<file path="src/rtl/riscv_id_ex_stage.sv">
// ID/EX pipeline register and EX-side operand network for the 5-stage RV32I core.
// Captures decoded ID fields, detects load-use hazards, forwards results and drives riscv_alu operands.
module riscv_id_ex_stage #(
    parameter int unsigned XLEN       = 32,
    parameter int unsigned REG_ADDR_W = 5
) (
    input  logic                  clk,
    input  logic                  rst,

    input  logic                  id_valid,
    input  logic [XLEN-1:0]       id_pc,
    input  logic [XLEN-1:0]       id_rs1_data,
    input  logic [XLEN-1:0]       id_rs2_data,
    input  logic [XLEN-1:0]       id_imm,
    input  logic [REG_ADDR_W-1:0] id_rs1_addr,
    input  logic [REG_ADDR_W-1:0] id_rs2_addr,
    input  logic [REG_ADDR_W-1:0] id_rd_addr,
    input  logic [3:0]            id_alu_op,
    input  logic                  id_alu_src_imm,
    input  logic                  id_alu_src_pc,
    input  logic                  id_reg_write,
    input  logic                  id_mem_read,
    input  logic                  id_mem_write,
    input  logic                  id_mem_to_reg,

    input  logic                  stall,
    input  logic                  flush,

    input  logic                  exmem_reg_write,
    input  logic [REG_ADDR_W-1:0] exmem_rd_addr,
    input  logic [XLEN-1:0]       exmem_result,
    input  logic                  memwb_reg_write,
    input  logic [REG_ADDR_W-1:0] memwb_rd_addr,
    input  logic [XLEN-1:0]       memwb_result,

    output logic                  load_use_hazard,
    output logic                  ex_valid,
    output logic [XLEN-1:0]       ex_pc,
    output logic [XLEN-1:0]       alu_operand_a,
    output logic [XLEN-1:0]       alu_operand_b,
    output logic [3:0]            alu_op,
    output logic [XLEN-1:0]       ex_store_data,
    output logic [REG_ADDR_W-1:0] ex_rd_addr,
    output logic                  ex_reg_write,
    output logic                  ex_mem_read,
    output logic                  ex_mem_write,
    output logic                  ex_mem_to_reg
);

    localparam int unsigned ALU_OP_W = 4;

    typedef struct packed {
        logic                  valid;
        logic [XLEN-1:0]       pc;
        logic [XLEN-1:0]       rs1_data;
        logic [XLEN-1:0]       rs2_data;
        logic [XLEN-1:0]       imm;
        logic [REG_ADDR_W-1:0] rs1_addr;
        logic [REG_ADDR_W-1:0] rs2_addr;
        logic [REG_ADDR_W-1:0] rd_addr;
        logic [ALU_OP_W-1:0]   alu_op;
        logic                  alu_src_imm;
        logic                  alu_src_pc;
        logic                  reg_write;
        logic                  mem_read;
        logic                  mem_write;
        logic                  mem_to_reg;
    } ex_reg_t;

    ex_reg_t ex_q;
    ex_reg_t ex_d;
    ex_reg_t capture_c;

    logic [XLEN-1:0] fwd_rs1_c;
    logic [XLEN-1:0] fwd_rs2_c;

    // A load in EX whose destination is read by the instruction in ID
    always_comb begin
        load_use_hazard = ex_q.valid && ex_q.mem_read && (ex_q.rd_addr != '0) && id_valid &&
                          ((ex_q.rd_addr == id_rs1_addr) || (ex_q.rd_addr == id_rs2_addr));
    end

    // Fields captured from ID; control is dropped for non-valid slots
    always_comb begin
        capture_c             = '0;
        capture_c.valid       = id_valid;
        capture_c.pc          = id_pc;
        capture_c.rs1_data    = id_rs1_data;
        capture_c.rs2_data    = id_rs2_data;
        capture_c.imm         = id_imm;
        capture_c.rs1_addr    = id_rs1_addr;
        capture_c.rs2_addr    = id_rs2_addr;
        capture_c.rd_addr     = id_rd_addr;
        capture_c.alu_op      = id_alu_op;
        capture_c.alu_src_imm = id_alu_src_imm;
        capture_c.alu_src_pc  = id_alu_src_pc;
        capture_c.reg_write   = id_valid && id_reg_write;
        capture_c.mem_read    = id_valid && id_mem_read;
        capture_c.mem_write   = id_valid && id_mem_write;
        capture_c.mem_to_reg  = id_valid && id_mem_to_reg;
    end

    // Next-state priority: flush, stall, hazard bubble, capture
    always_comb begin
        ex_d = ex_q;
        if (flush) begin
            ex_d = '0;
        end else if (stall) begin
            ex_d = ex_q;
        end else if (load_use_hazard) begin
            ex_d = '0;
        end else begin
            ex_d = capture_c;
        end
    end

    always_ff @(posedge clk) begin
        if (rst) begin
            ex_q <= '0;
        end else begin
            ex_q <= ex_d;
        end
    end

    // EX/MEM wins over MEM/WB; x0 is never forwarded
    function automatic logic [XLEN-1:0] fwd_sel(
        input logic [REG_ADDR_W-1:0] addr,
        input logic [XLEN-1:0]       rf_data
    );
        logic [XLEN-1:0] res;
        res = rf_data;
        if (exmem_reg_write && (exmem_rd_addr != '0) && (exmem_rd_addr == addr)) begin
            res = exmem_result;
        end else if (memwb_reg_write && (memwb_rd_addr != '0) && (memwb_rd_addr == addr)) begin
            res = memwb_result;
        end
        return res;
    endfunction

    always_comb begin
        fwd_rs1_c = fwd_sel(ex_q.rs1_addr, ex_q.rs1_data);
        fwd_rs2_c = fwd_sel(ex_q.rs2_addr, ex_q.rs2_data);
    end

    // riscv_alu takes rs1/PC on operand_b and rs2/imm on operand_a
    always_comb begin
        alu_operand_b = ex_q.alu_src_pc  ? ex_q.pc  : fwd_rs1_c;
        alu_operand_a = ex_q.alu_src_imm ? ex_q.imm : fwd_rs2_c;
        ex_store_data = fwd_rs2_c;
    end

    assign ex_valid      = ex_q.valid;
    assign ex_pc         = ex_q.pc;
    assign alu_op        = ex_q.alu_op;
    assign ex_rd_addr    = ex_q.rd_addr;
    assign ex_reg_write  = ex_q.reg_write;
    assign ex_mem_read   = ex_q.mem_read;
    assign ex_mem_write  = ex_q.mem_write;
    assign ex_mem_to_reg = ex_q.mem_to_reg;

endmodule
</file>
<file path="config.mk">
export PLATFORM = sky130hd
export DESIGN_NAME = riscv_id_ex_stage
export DESIGN_NICKNAME = d
export VERILOG_FILES = /design/src/rtl/riscv_id_ex_stage.sv
export SDC_FILE = /design/constraint.sdc
export NUM_CORES = 1
export LEC_CHECK = 0
export ABC_AREA = 1
export BUFFER_PORTS_ARGS = -buffer_cell sky130_fd_sc_hd__buf_2
export CAP_MARGIN = 20
export CORE_MARGIN = 4
export CORE_UTILIZATION = 35
export DETAILED_ROUTE_END_ITERATION = 6
export PLACE_DENSITY = 0.66
export SYNTH_ARGS = -nofsm -noshare
export SYNTH_HDL_FRONTEND = slang
export SYNTH_SLANG_ARGS = --single-unit
</file>
<file path="constraint.sdc">
create_clock -name clk -period 2.3 [get_ports clk]
set_clock_uncertainty 0.1 [all_clocks]
set_input_delay 0.115 -clock clk [delete_from_list [all_inputs] [get_ports clk]]
set_output_delay 0.115 -clock clk [all_outputs]
set_load 0.01 [all_outputs]
</file>
# After elaboration in Yosys (flattened, before gate mapping)
# Cells that the tools add are included.
# word_totals
ff_bits	154
in_bits	234
# op_classes
mux	7
reduce_logical	19
n_eq_ne	6
# op_table
op	count
$mux W32	6
$mux W154	1
$eq A5 B5 Y1	6
$reduce_bool A5 Y1	3
$logic_and A1 B1 Y1	14
$reduce_or A2 Y1	1
$logic_or A1 B1 Y1	1

# Longest topological paths before layout
# depth
word_depth	6
mapped_depth	11

# Worst setup path before layout
# OpenSTA, ideal clock, no wires.
# synth_timing
path_type	flip-flop to output port
startpoint	register ex_q[15] (netlist bit)
endpoint	output port ex_store_data[10]
arrival_ns	1.289
setup_slack_ns	0.796
n_path_buf	1
path_stages_with_launch	7
t_required_ns	2.085
cell_sequence	dfxtp_1 -> xnor2_1 -> nand2_1 -> nor3_2 -> buf_2 -> nand3b_1 -> and2_1
# synth_between
elab_chain_cells	4
# synth_lines
element	line	source
start: declaration	70	ex_reg_t ex_q;
start signal: assignment	119	ex_q <= '0;
start signal: assignment	121	ex_q <= ex_d;
$eq A5 B5 Y1	134	end else if (memwb_reg_write && (memwb_rd_addr != '0) && (memwb_rd_addr == addr)) begin
$logic_and A1 B1 Y1	134	
$mux W32	134	
$mux W32 (*)	132	if (exmem_reg_write && (exmem_rd_addr != '0) && (exmem_rd_addr == addr)) begin
end: declaration	42	output logic [XLEN-1:0] ex_store_data,
# Mark *: on every way between the ends. The rest lies on a longest branch, timed or not.

# Worst setup path after layout
# layout_timing
startpoint	register ex_q[15] (netlist bit)
endpoint	output port ex_store_data[28]
# Same word-level chain as after synthesis.

==> impl_metrics.py <==
metrics = {
    "layout": {
        "final_layout_size_suffix_gt1_share_pct": 31.9,
        "design_area_um2": 14100,
        "largest_reg_flops": 108,
        "area_growth_syn_to_layout_pct": 53.7,
        "layoutNonFillerInstCount": 2184,
        "top_register": "ex_q",
        "fin_nets": 2068,
        "post-route-util_pct": 54.4,
    },
    "sta": {
        "finalSetupTns_ns": -1.63,
        "whs_ns": 0.0629,
        "worstMarginPinSlew_ns": 0.655,
        "drv_slew": 0,
        "fin_crit_ns": 2.38,
        "setup_violations": 42,
        "finalHoldViolations": 0,
        "rsz0062_at_grt": "yes",
        "worst_slack_ns": -0.0850,
        "fmax_ghz": 0.419,
        "min_period_over_period_pct": 104,
        "relSlewSlack_pct": 56.3,
    },
    "global_route": {
        "use_met2_pct": 43.4,
        "antenna_found_initial": 3,
        "grt_max_degree": 84,
        "met3_usage_pct": 6.67,
        "grt_pass1_wl_um": 62100,
        "grt_use_total_pct": 27.6,
        "grtUsageMet1_pct": 36.7,
        "grt.busiest_layer": "met2",
        "grt_pass1_vias": 10891,
        "grt_overflow": 0,
    },
    "clocking": {
        "clock_path_buffers": 2,
        "root_buffer": "clkbuf_16",
        "path_clk_slew_ns": 0.07,
        "cts_tree": "yes",
        "clock_latency_ns": 0.43,
        "cts_buffers": 17,
        "cts.sinks": 154,
        "htreeDepth": 4,
    },
    "drt": {
        "drtAntennaViolNets": 0,
        "num_vias": 11491,
        "wl_per_cell_um": 19.9,
        "avgViaCountPerCell": 5.26,
        "first_pass_iters": 7,
        "drc": 3,
        "routed_wl_um": 43500,
        "drt_first_iter_violations": 1183,
    },
    "synthesis": {
        "seq_area_frac_synth_pct": 33.5,
        "ys_types": 27,
        "synth_nets": 1626,
        "yosys_warnings": 0,
        "ys_ff_latch": 154,
        "synthCells": 1392,
        "synth_area_um2": 9190,
        "postSynthAreaPerCell_um2": 6.60,
    },
    "power_and_ir_drop": {
        "comb_power_share_pct": 22.5,
        "p_sw_share_pct": 31.1,
        "p_clk_share_pct": 38.6,
        "p_seq_share_pct": 38.9,
        "p_switching_mw": 2.28,
        "power_density_nw_per_um2": 519,
        "irDropWorstVdd_uv": 466,
        "power_mw": 7.33,
        "intPower_mw": 5.05,
        "leakage_nw": 7.04,
    },
    "setup_path": {
        "critPathMaxFanout": 12,
        "critical_path.top_delay_family": "simple AND/OR/NAND/NOR gates",
        "crit_type": "reg2out",
        "path_cells": "xnor2_2 > nand2_2 > nor2_4 > nand3_4 > clkbuf_16 > nand2_1 > nand3_1 > and2_1 > buf_2",
        "endpoint_kind": "output pin",
        "arrival_ns": 2.17,
        "crit_buf_inv": 2,
        "startpoint_type": "flop",
        "cp_slowest_stage_delay_ns": 0.37,
        "critPathSlowestCell": "dfxtp_4",
        "critPathRequiredTime_ns": 2.09,
    },
    "floorplan": {
        "core_area_um2": 26000,
        "die_w_um": 170,
        "initial_core_util_pct": 35.4,
        "fp.dieArea_um2": 28900,
        "die_h_um": 170,
        "rows": 59,
        "ios": 377,
    },
    "min_path": {
        "hold_path_class": "in2reg",
    },
    "placed_design": {
        "port_buffers": 376,
        "place_congestion": 0.920,
        "dp.cells": 1976,
        "place_area_um2": 11000,
        "post-dp-hpwl_um": 28700,
        "place_ws_ns": 0.351,
    },
    "status": {
        "outcome": "finished, violations left",
        "failed_checks": "design-rule violations, negative setup slack",
    },
    "run": {
        "max_cap_violations": 0,
    },
}
[metal layers]
metal  vias to the layer above  wire length, um
li1                       5476                -
met1                      5275            18000
met2                       638            19900
met3                        98             3910
met4                         4             1580
met5                         -               26
[power by group through the flow]
stage	Clock (mW)	Combinational (mW)	Sequential (mW)
2_1_floorplan	0	0.693	2.88
3_3_place_gp	0	1.25	2.90
3_5_place_dp	0	1.26	2.90
4_1_cts	2.86	1.51	2.84
5_1_grt	2.95	1.78	2.87
6_report	2.83	1.65	2.85
[worst reg2reg max path, cell delays in order (launching register included)]
cell           delay, ns
dfxtp_1             0.38
inv_1               0.10
nand2_1             0.06
nand2_1             0.05
nor2_1              0.13
nand3_1             0.13
nand2_4             0.17
nand2_4             0.23
nand2_1             0.14
a21oi_1             0.06
dlygate4sd3_1       0.55
[cell families after synthesis]
family	after synthesis	share of synthesized area, %
buffers and inverters	211	12.0
AOI/OAI and AO/OA	320	18.3
and+or+nand+nor	684	33.9
xor gates and xnor gates	23	2.19
DFF	154	33.5
[Yosys cell counts]
| master | n | area [um2] |
|---|---|---|
| clkbuf_1 | 60 | 225 |
| buf_1 | 3 | 11.3 |
| inv_1 | 38 | 143 |
| nand2_1 | 409 | 1540 |
| nor3_2 | 1 | 10.0 |
| nor2_1 | 14 | 52.6 |
| buf_8 | 1 | 15.0 |
| nand3_1 | 147 | 736 |
| o21bai_1 | 32 | 240 |
| dfxtp_1 | 154 | 3080 |
| xnor2_1 | 11 | 96.3 |
| nor2_2 | 2 | 12.5 |
| clkinv_1 | 7 | 26.3 |
| buf_4 | 46 | 345 |
| nand3_2 | 7 | 70.1 |
| and2_1 | 32 | 200 |
| buf_6 | 11 | 124 |
| nand4_1 | 34 | 213 |
| nand3b_1 | 34 | 255 |
| o21ai_2 | 1 | 8.76 |
| nor2_4 | 2 | 22.5 |
| xor2_1 | 12 | 105 |
| nand2_2 | 2 | 12.5 |
| a21oi_1 | 154 | 771 |
| o21ai_0 | 133 | 666 |
| inv_2 | 9 | 33.8 |
| buf_2 | 36 | 180 |
[cell type report]
type	instances	area, um2
Antenna cell	2	5.00
Inverter	54	210
Multi-Input combinational cell	1029	5610
Timing Repair Buffer	578	4220
Fill cell	2427	11900
Tap cell	335	419
Clock inverter	14	138
Clock buffer	18	429
Sequential cell	154	3100
[path summary, 6_finish.rpt]
check	startpoint	to	slack (ns)	depth (start not counted)
worst min register to register	ex_q[119]$_SDFFE_PP0N_	ex_q[119]$_SDFFE_PP0N_	0.36	2
worst max-delay path	ex_q[15]$_SDFFE_PP0N_	ex_store_data[28]	-0.08	9
worst min-delay path	stall	ex_rd_addr[4]$_SDFFE_PP0N_	0.06	3
worst max register to register	ex_rd_addr[1]$_SDFFE_PP0N_	ex_q[22]$_SDFFE_PP0N_	0.09	10
[cell usage in the layout (no fill, tap or decap), drive strengths merged, types with 2 or more instances in the layout]
cell type,n
xnor2,11
clkinvlp,4
dfxtp,154
nand4,34
a21oi,154
nand3b,34
nor2,18
o21ai,134
dlygate4sd3,157
o21bai,32
clkbuf,23
inv,58
buf,415
and2,32
nand2,412
clkinv,5
diode,2
xor2,12
nand3,155
[what timing repair did]
action / CTS / global route
hold buffers: 157 / 0
pin swaps: 3 / 24
setup endpoints to repair: 64 / 90
setup buffers: 3 / 3
hold endpoints to repair: 154 / 0
cloned: 3 / 8
resized for setup: 22 / 144
Power figures use the tool's default switching activity.
